==> config.mk <==
export PLATFORM = sky130hd
export DESIGN_NAME = inv_zzscan
export DESIGN_NICKNAME = d
export VERILOG_FILES = /design/src/rtl/inv_zzscan.sv
export SDC_FILE = /design/constraint.sdc
export NUM_CORES = 2
export LEC_CHECK = 0
export CAP_MARGIN = 20
export CORE_ASPECT_RATIO = 1.2
export CORE_UTILIZATION = 50
export CTS_CLUSTER_SIZE = 28
export DETAILED_ROUTE_END_ITERATION = 8
export PLACE_DENSITY = 0.69
export SETUP_SLACK_MARGIN = 0.5
export SYNTH_ARGS = -nofsm -noshare
export SYNTH_HDL_FRONTEND = slang
export SYNTH_SLANG_ARGS = --single-unit
==> constraint.sdc <==
create_clock -name clk -period 3.4 [get_ports clk]
set_clock_uncertainty 0.1 [all_clocks]
set_input_delay 0.34 -clock clk [delete_from_list [all_inputs] [get_ports clk]]
set_output_delay 0.34 -clock clk [all_outputs]
set_load 0.05 [all_outputs]
==> src/rtl/inv_zzscan.sv <==
// inv_zzscan -- inverse zigzag scan with optional dequantization.
//
// Coefficients arrive one per handshake in JPEG zigzag order and are written
// to raster positions in one of two 64x8 ping-pong banks. A full bank is
// drained as eight registered raster rows. While one bank drains, the other
// bank can fill.
//
// Build option: define INV_ZZSCAN_DEQUANT_EN to multiply each coefficient by
// the JPEG Annex K luminance/chrominance quantizer and saturate the result to
// 12 bits. Without it, each output is the coefficient sign-extended to 12 bits
// and lum_sel is ignored.
//
// Ports:
//   clk        rising-edge clock
//   nrst       asynchronous active-low reset
//   in_valid   coefficient present on coef_in
//   coef_in    signed 8-bit coefficient, zigzag order
//   lum_sel    1 = luminance table, 0 = chrominance (sampled at k=0 only)
//   in_ready   block can accept a coefficient
//   out_ready  downstream accepts the current row
//   out_valid  out0..out7 / out_row hold a valid row
//   out0..out7 signed 12-bit raster row, columns 0..7
//   out_row    row index 0..7

module inv_zzscan (
    input  logic        clk,
    input  logic        nrst,
    input  logic        in_valid,
    input  logic [7:0]  coef_in,
    input  logic        lum_sel,
    output logic        in_ready,
    input  logic        out_ready,
    output logic        out_valid,
    output logic [11:0] out0,
    output logic [11:0] out1,
    output logic [11:0] out2,
    output logic [11:0] out3,
    output logic [11:0] out4,
    output logic [11:0] out5,
    output logic [11:0] out6,
    output logic [11:0] out7,
    output logic [2:0]  out_row
);

    // Raster position of the k-th zigzag coefficient.
    localparam logic [5:0] ZZ [64] = '{
         0,  1,  8, 16,  9,  2,  3, 10,
        17, 24, 32, 25, 18, 11,  4,  5,
        12, 19, 26, 33, 40, 48, 41, 34,
        27, 20, 13,  6,  7, 14, 21, 28,
        35, 42, 49, 56, 57, 50, 43, 36,
        29, 22, 15, 23, 30, 37, 44, 51,
        58, 59, 52, 45, 38, 31, 39, 46,
        53, 60, 61, 54, 47, 55, 62, 63
    };

    logic [7:0]  bank0 [64];
    logic [7:0]  bank1 [64];

    logic [5:0]  k;
    logic        wr_ptr;
    logic        rd_ptr;
    logic [1:0]  full;

    logic        in_fire;
    logic        out_fire;
    logic        row_last;
    logic        blk_done;
    logic [1:0]  full_nxt;
    logic        rd_nxt;

    logic        load_en;
    logic        load_bank;
    logic [2:0]  load_row;
    logic        valid_nxt;

    logic [7:0]  row_coef [8];
    logic [11:0] row_out [8];

    assign in_ready = ~full[wr_ptr];
    assign in_fire  = in_valid & in_ready;
    assign out_fire = out_valid & out_ready;
    assign row_last = out_fire & (out_row == 3'd7);
    assign blk_done = in_fire & (k == 6'd63);

    // Clear first, then set: a bank that fills in the same cycle its flag is
    // being cleared ends up full.
    always_comb begin
        full_nxt = full;
        if (row_last) begin
            full_nxt[rd_ptr] = 1'b0;
        end
        if (blk_done) begin
            full_nxt[wr_ptr] = 1'b1;
        end
    end

    assign rd_nxt = row_last ? ~rd_ptr : rd_ptr;

    // Output row sequencing. When the last row of a bank is accepted, the
    // other bank's row 0 is loaded on the same edge if that bank is full or
    // becomes full on this edge, so back-to-back blocks drain without a
    // bubble. Row 0 never contains raster position 63, so a bank completing
    // on this very edge is safe to read for row 0. From idle, the registered
    // full flag is used, giving one cycle between the k=63 handshake and
    // out_valid.
    always_comb begin
        load_en   = 1'b0;
        load_bank = rd_ptr;
        load_row  = 3'd0;
        valid_nxt = out_valid;
        if (!out_valid || out_fire) begin
            if (out_fire && !row_last) begin
                load_en   = 1'b1;
                load_row  = out_row + 3'd1;
                valid_nxt = 1'b1;
            end else if (row_last ? full_nxt[rd_nxt] : full[rd_ptr]) begin
                load_en   = 1'b1;
                load_bank = rd_nxt;
                valid_nxt = 1'b1;
            end else begin
                valid_nxt = 1'b0;
            end
        end
    end

    // Bank storage has no reset; stale contents are never read because a
    // bank is only drained after all 64 positions have been rewritten.
    always_ff @(posedge clk) begin
        if (in_fire) begin
            if (wr_ptr) begin
                bank1[ZZ[k]] <= coef_in;
            end else begin
                bank0[ZZ[k]] <= coef_in;
            end
        end
    end

    always_comb begin
        for (int c = 0; c < 8; c++) begin
            row_coef[c] = load_bank ? bank1[{load_row, 3'(c)}]
                                    : bank0[{load_row, 3'(c)}];
        end
    end

`ifdef INV_ZZSCAN_DEQUANT_EN
    localparam logic [7:0] Q_LUM [64] = '{
        16,  11,  10,  16,  24,  40,  51,  61,
        12,  12,  14,  19,  26,  58,  60,  55,
        14,  13,  16,  24,  40,  57,  69,  56,
        14,  17,  22,  29,  51,  87,  80,  62,
        18,  22,  37,  56,  68, 109, 103,  77,
        24,  35,  55,  64,  81, 104, 113,  92,
        49,  64,  78,  87, 103, 121, 120, 101,
        72,  92,  95,  98, 112, 100, 103,  99
    };

    localparam logic [7:0] Q_CHR [64] = '{
        17,  18,  24,  47,  99,  99,  99,  99,
        18,  21,  26,  66,  99,  99,  99,  99,
        24,  26,  56,  99,  99,  99,  99,  99,
        47,  66,  99,  99,  99,  99,  99,  99,
        99,  99,  99,  99,  99,  99,  99,  99,
        99,  99,  99,  99,  99,  99,  99,  99,
        99,  99,  99,  99,  99,  99,  99,  99,
        99,  99,  99,  99,  99,  99,  99,  99
    };

    logic [1:0] lum;
    logic       row_lum;

    // Table choice is captured per bank with the first coefficient.
    always_ff @(posedge clk or negedge nrst) begin
        if (!nrst) begin
            lum <= 2'b00;
        end else if (in_fire && k == 6'd0) begin
            lum[wr_ptr] <= lum_sel;
        end
    end

    assign row_lum = lum[load_bank];

    // 8-bit signed times 8-bit unsigned fits in 17 bits signed.
    function automatic logic [11:0] dequant(input logic [7:0] coef,
                                            input logic [7:0] q);
        logic signed [16:0] prod;
        prod = $signed({{9{coef[7]}}, coef}) * $signed({9'd0, q});
        if (prod > 17'sd2047) begin
            return 12'h7FF;
        end else if (prod < -17'sd2048) begin
            return 12'h800;
        end else begin
            return prod[11:0];
        end
    endfunction

    always_comb begin
        for (int c = 0; c < 8; c++) begin
            row_out[c] = dequant(row_coef[c],
                                 row_lum ? Q_LUM[{load_row, 3'(c)}]
                                         : Q_CHR[{load_row, 3'(c)}]);
        end
    end
`else
    logic unused_lum;
    assign unused_lum = lum_sel;

    always_comb begin
        for (int c = 0; c < 8; c++) begin
            row_out[c] = {{4{row_coef[c][7]}}, row_coef[c]};
        end
    end
`endif

    always_ff @(posedge clk or negedge nrst) begin
        if (!nrst) begin
            k         <= 6'd0;
            wr_ptr    <= 1'b0;
            rd_ptr    <= 1'b0;
            full      <= 2'b00;
            out_valid <= 1'b0;
            out_row   <= 3'd0;
            out0      <= 12'd0;
            out1      <= 12'd0;
            out2      <= 12'd0;
            out3      <= 12'd0;
            out4      <= 12'd0;
            out5      <= 12'd0;
            out6      <= 12'd0;
            out7      <= 12'd0;
        end else begin
            full      <= full_nxt;
            rd_ptr    <= rd_nxt;
            out_valid <= valid_nxt;
            if (in_fire) begin
                // k wraps from 63 back to 0 by itself.
                k <= k + 6'd1;
                if (k == 6'd63) begin
                    wr_ptr <= ~wr_ptr;
                end
            end
            if (load_en) begin
                out_row <= load_row;
                out0    <= row_out[0];
                out1    <= row_out[1];
                out2    <= row_out[2];
                out3    <= row_out[3];
                out4    <= row_out[4];
                out5    <= row_out[5];
                out6    <= row_out[6];
                out7    <= row_out[7];
            end
        end
    end

endmodule

==> results.md <==
* Total Nets Final at 3,234
* R2R Path Start: k[1]
* Die span in y at 336 um
* Initial DRC count at 3,807
* Power Dens Cells at 1030 mW/mm2
* Worst-Margin Slew at 924 ps
* Clock Tree Buf Depth at 3
* Status: finished, final reports clean
* Vias at 30,200
* #FFs+latches synth at 1,102
* # port buffers at 112
* Highest Clock Rate at 0.322 GHz
* Post-route cell area at 0.0588 mm2
* Register area at 0.0327 mm2
* Synth top area share at 66.4%
* Setup TNS at 0 ps
* Final hold viol count at 0
* Clock Pin Slew Worst Setup and Hold Paths at 70 ps
* Post-Syn Area per Cell at 16.7 um2
* Yosys warning total at 0
* Dpl hpwl at 76,400 um
* Combinational Power Share at 52.9%
* Starting Density at 50.8%
* Synth Instances at 2,781
* Via/cell ratio at 6.67
* Largest net degree at the start of global routing at 129
* Crit path DAT at 3420 ps
* CTS buffer count at 106
* Int Power at 35.5 mW
* Largest cells by area after synthesis: edfxtp_1 66%, mux4_2 6.5%, dfrtp_1 4.2%
* Post-synth EDFFs at 1,024
* CTS tree: yes
* Detail Route Antenna Nets at 0
* R2R cell count at 11
* Initial antenna violation count at 0
* Power share of the sequential group at 27.4%
* Register area share after synthesis at 70.6%
* Sw frac at 41.5%
* Io pins at 114
* Total GRT Usage at 27.6%
* WL final at 136,000 um
* Top cell type by total area after synthesis: edfxtp_1
* CTS H-tree depth at 3
* Clock latency reported for the late side of the worst-skew pair at 720 ps
* Hold Path Stages at 1
* Lkg Pwr at 18.9 nW
* CP max FO at 7
* Worst path slowest cell: dfrtp_2
* Layout fillers at 5,946
* Core area at 0.0913 mm2
* Hold_ws at 140 ps
* Most frequent cell after synthesis: edfxtp_1
* Final Non-Filler Cells at 4,523
* Psw at 25.2 mW
* Worst Hold End: bank0[24][5]
* Worst r2r dst: bank0[0][3]
* First-pass GRT wire length at 192,000 um
* Drt pass-1 iters at 6
* Multi-input gate area at 0.0143 mm2
* Ys async rst share at 7.08%
* CP Capture Type: flip-flop
* CP max stage delay at 460 ps
* Final GP Congestion at 0.911
* Final min period at 3110 ps
* Cell Rows at 121
* Die width at 280 um
* Full die area at 0.0939 mm2
* Slew margin rel. at 38.4%
* Top_reg_cell synth: edfxtp_1
* Placed Instances at 4,134
* # diodes at 0
* Maximum VDD drop at 974 uV
* Max Slew Vio Count at 0
* Gr ovfl total at 0
* Routed length per instance at 30.2 um
* Fraction of power consumed by the clock network at 19.7%
* Class of the worst hold path: primary input to flip-flop
* HP Start: coef_in[5]
* Cells along the critical path: buf_12 -> ha_4 -> nor2b_1 -> a2111oi_1 -> a2111o_1 -> buf_4 -> o311ai_4 -> buf_12 -> buf_4 -> nor3_2 -> clkbuf_4
* Commonest cells in the netlist: 1,024 x edfxtp_1, 238 x a211oi_1, 168 x o221ai_1
* CTS Sinks at 1,102
* Unrepaired setup endpoints after global routing: yes
* Syn-to-layout area delta at 26.8%
* Root buffer cell: clkbuf_16
* Distinct cells, synth at 70
* DRC Markers at 0
* Area after DPL at 0.0510 mm2
* Final period utilization at 91.4%
* Number of global-route vias before repair at 29,600
* Max-cap violations at 0
* CP required at 3710 ps
* Setup slack, reg-to-reg at 290 ps
* Synth Net Count at 2,809
* Critical setup path kind: flip-flop to flip-flop
* CP startpoint kind: flip-flop
* Synth Cell Area at 0.0463 mm2
* Fraction of layout cells with a size suffix above 1 at 34.1%
* Setup-failing EPs final at 0
## power by group through the flow
stage               clock network (mW)  logic, mW  registers (mW)
floorplan                            0       14.6            17.9
global placement                     0       24.3            16.8
detailed placement                   0       24.9            16.9
CTS                               12.0       27.0            16.6
global route                      12.5       33.2            16.7
finish                            11.9       32.1            16.6
## layout by cell type (no fill, tap or decap), types with 14 or more instances in the layout
cell type,n
buf_12,76
clkbuf_16,124
nand2b_1,18
nand2_1,14
o221ai_2,16
buf_4,228
clkbuf_1,21
mux2_2,130
clkinv_1,16
clkinv_2,18
a211oi_1,231
and2_1,57
dfrtp_1,74
clkbuf_8,14
nor3_4,42
o21ai_0,66
nand3b_1,20
nor3b_1,56
nor2_1,71
o21ai_1,26
a31oi_1,56
o221ai_1,152
buf_6,139
nor4_4,54
clkdlybuf4s50_1,101
nor3_2,21
mux4_2,133
a21oi_1,56
edfxtp_1,1024
## critical path: cells and delay by family, from the launching register on
family                   cells  cell delay, ps
adder cells (fa/ha/maj)      1             160
AO/OA/AOI/OAI                3             820
flip-flops                   1             460
AND/OR/NAND/NOR              2             410
buffers and inverters        5             890
## layout make-up
| type | instances | share of cell area (%) |
|---|---|---|
| tap | 1230 | 2.62 |
| sequential | 1102 | 55.7 |
| clock buffer | 142 | 5.04 |
| clock inverter | 53 | 0.949 |
| multi-input combinational | 1396 | 24.3 |
| timing repair buffer | 587 | 11.4 |
| inverter | 13 | 0.111 |
## cells by family (layout without fill, tap and decap cells)
kind of cell,after synthesis,count (layout),share of synthesized area [%]
XOR/XNOR,7,7,0.132
adder cells (fa/ha/maj),15,15,0.405
AND/OR/NAND/NOR,407,409,5.17
flip-flops,1102,1102,70.6
buffers and inverters,285,795,2.95
AO/OA/AOI/OAI,695,695,11.0
multiplexers,270,270,9.79
## state kept, by name, indices dropped and copies added (netlist names)
register,count
out2,8
rd_ptr,1
k,6
out0,8
out5,8
full,2
bank1,512
wr_ptr,1
out_valid,1
out7,8
out1,8
out4,8
bank0,512
out6,8
out_row,3
out3,8
## worst max path at each step
stage	startpoint	to	slack, ps	cells past startpoint
global route	k[0]	bank0[46][1]	270	13
detailed placement	k[1]	bank0[49][3]	-150	8
finish	k[1]	bank0[0][3]	290	11
floorplan	k[0]	bank1[43][0]	60	8
global placement	k[0]	bank0[0][0]	-160	9
CTS	k[0]	bank0[48][2]	320	11
## per-stage QoR
step | setup slack, ps | total power, mW | util [%]
2_1_floorplan | 60.1 | 32.5 | -
3_3_place_gp | -161 | 41.1 | 55.9
3_5_place_dp | -147 | 41.7 | 55.9
4_1_cts | 319 | 55.5 | 61.7
5_1_grt | 273 | 62.4 | 64.4
6_report | 291 | 60.6 | 64.4
## layer usage
layer	global-route usage, %	routed length (um)	vias to the layer above
met2	44.4	66500	1965
met5	0	0	-
li1	-	-	12400
met4	11.4	5890	0
met1	37.4	51000	15400
met3	4.78	13000	343
## repair_timing
action,in CTS,in global routing
setup endpoints to repair,1086,1060
hold buffers,1,0
gates resized for setup,149,293
endpoints found under the hold margin,43,0
gates cloned,1,18
setup buffers,92,82
pin swaps,62,61
No activity file was read; power rests on OpenSTA's default activity.
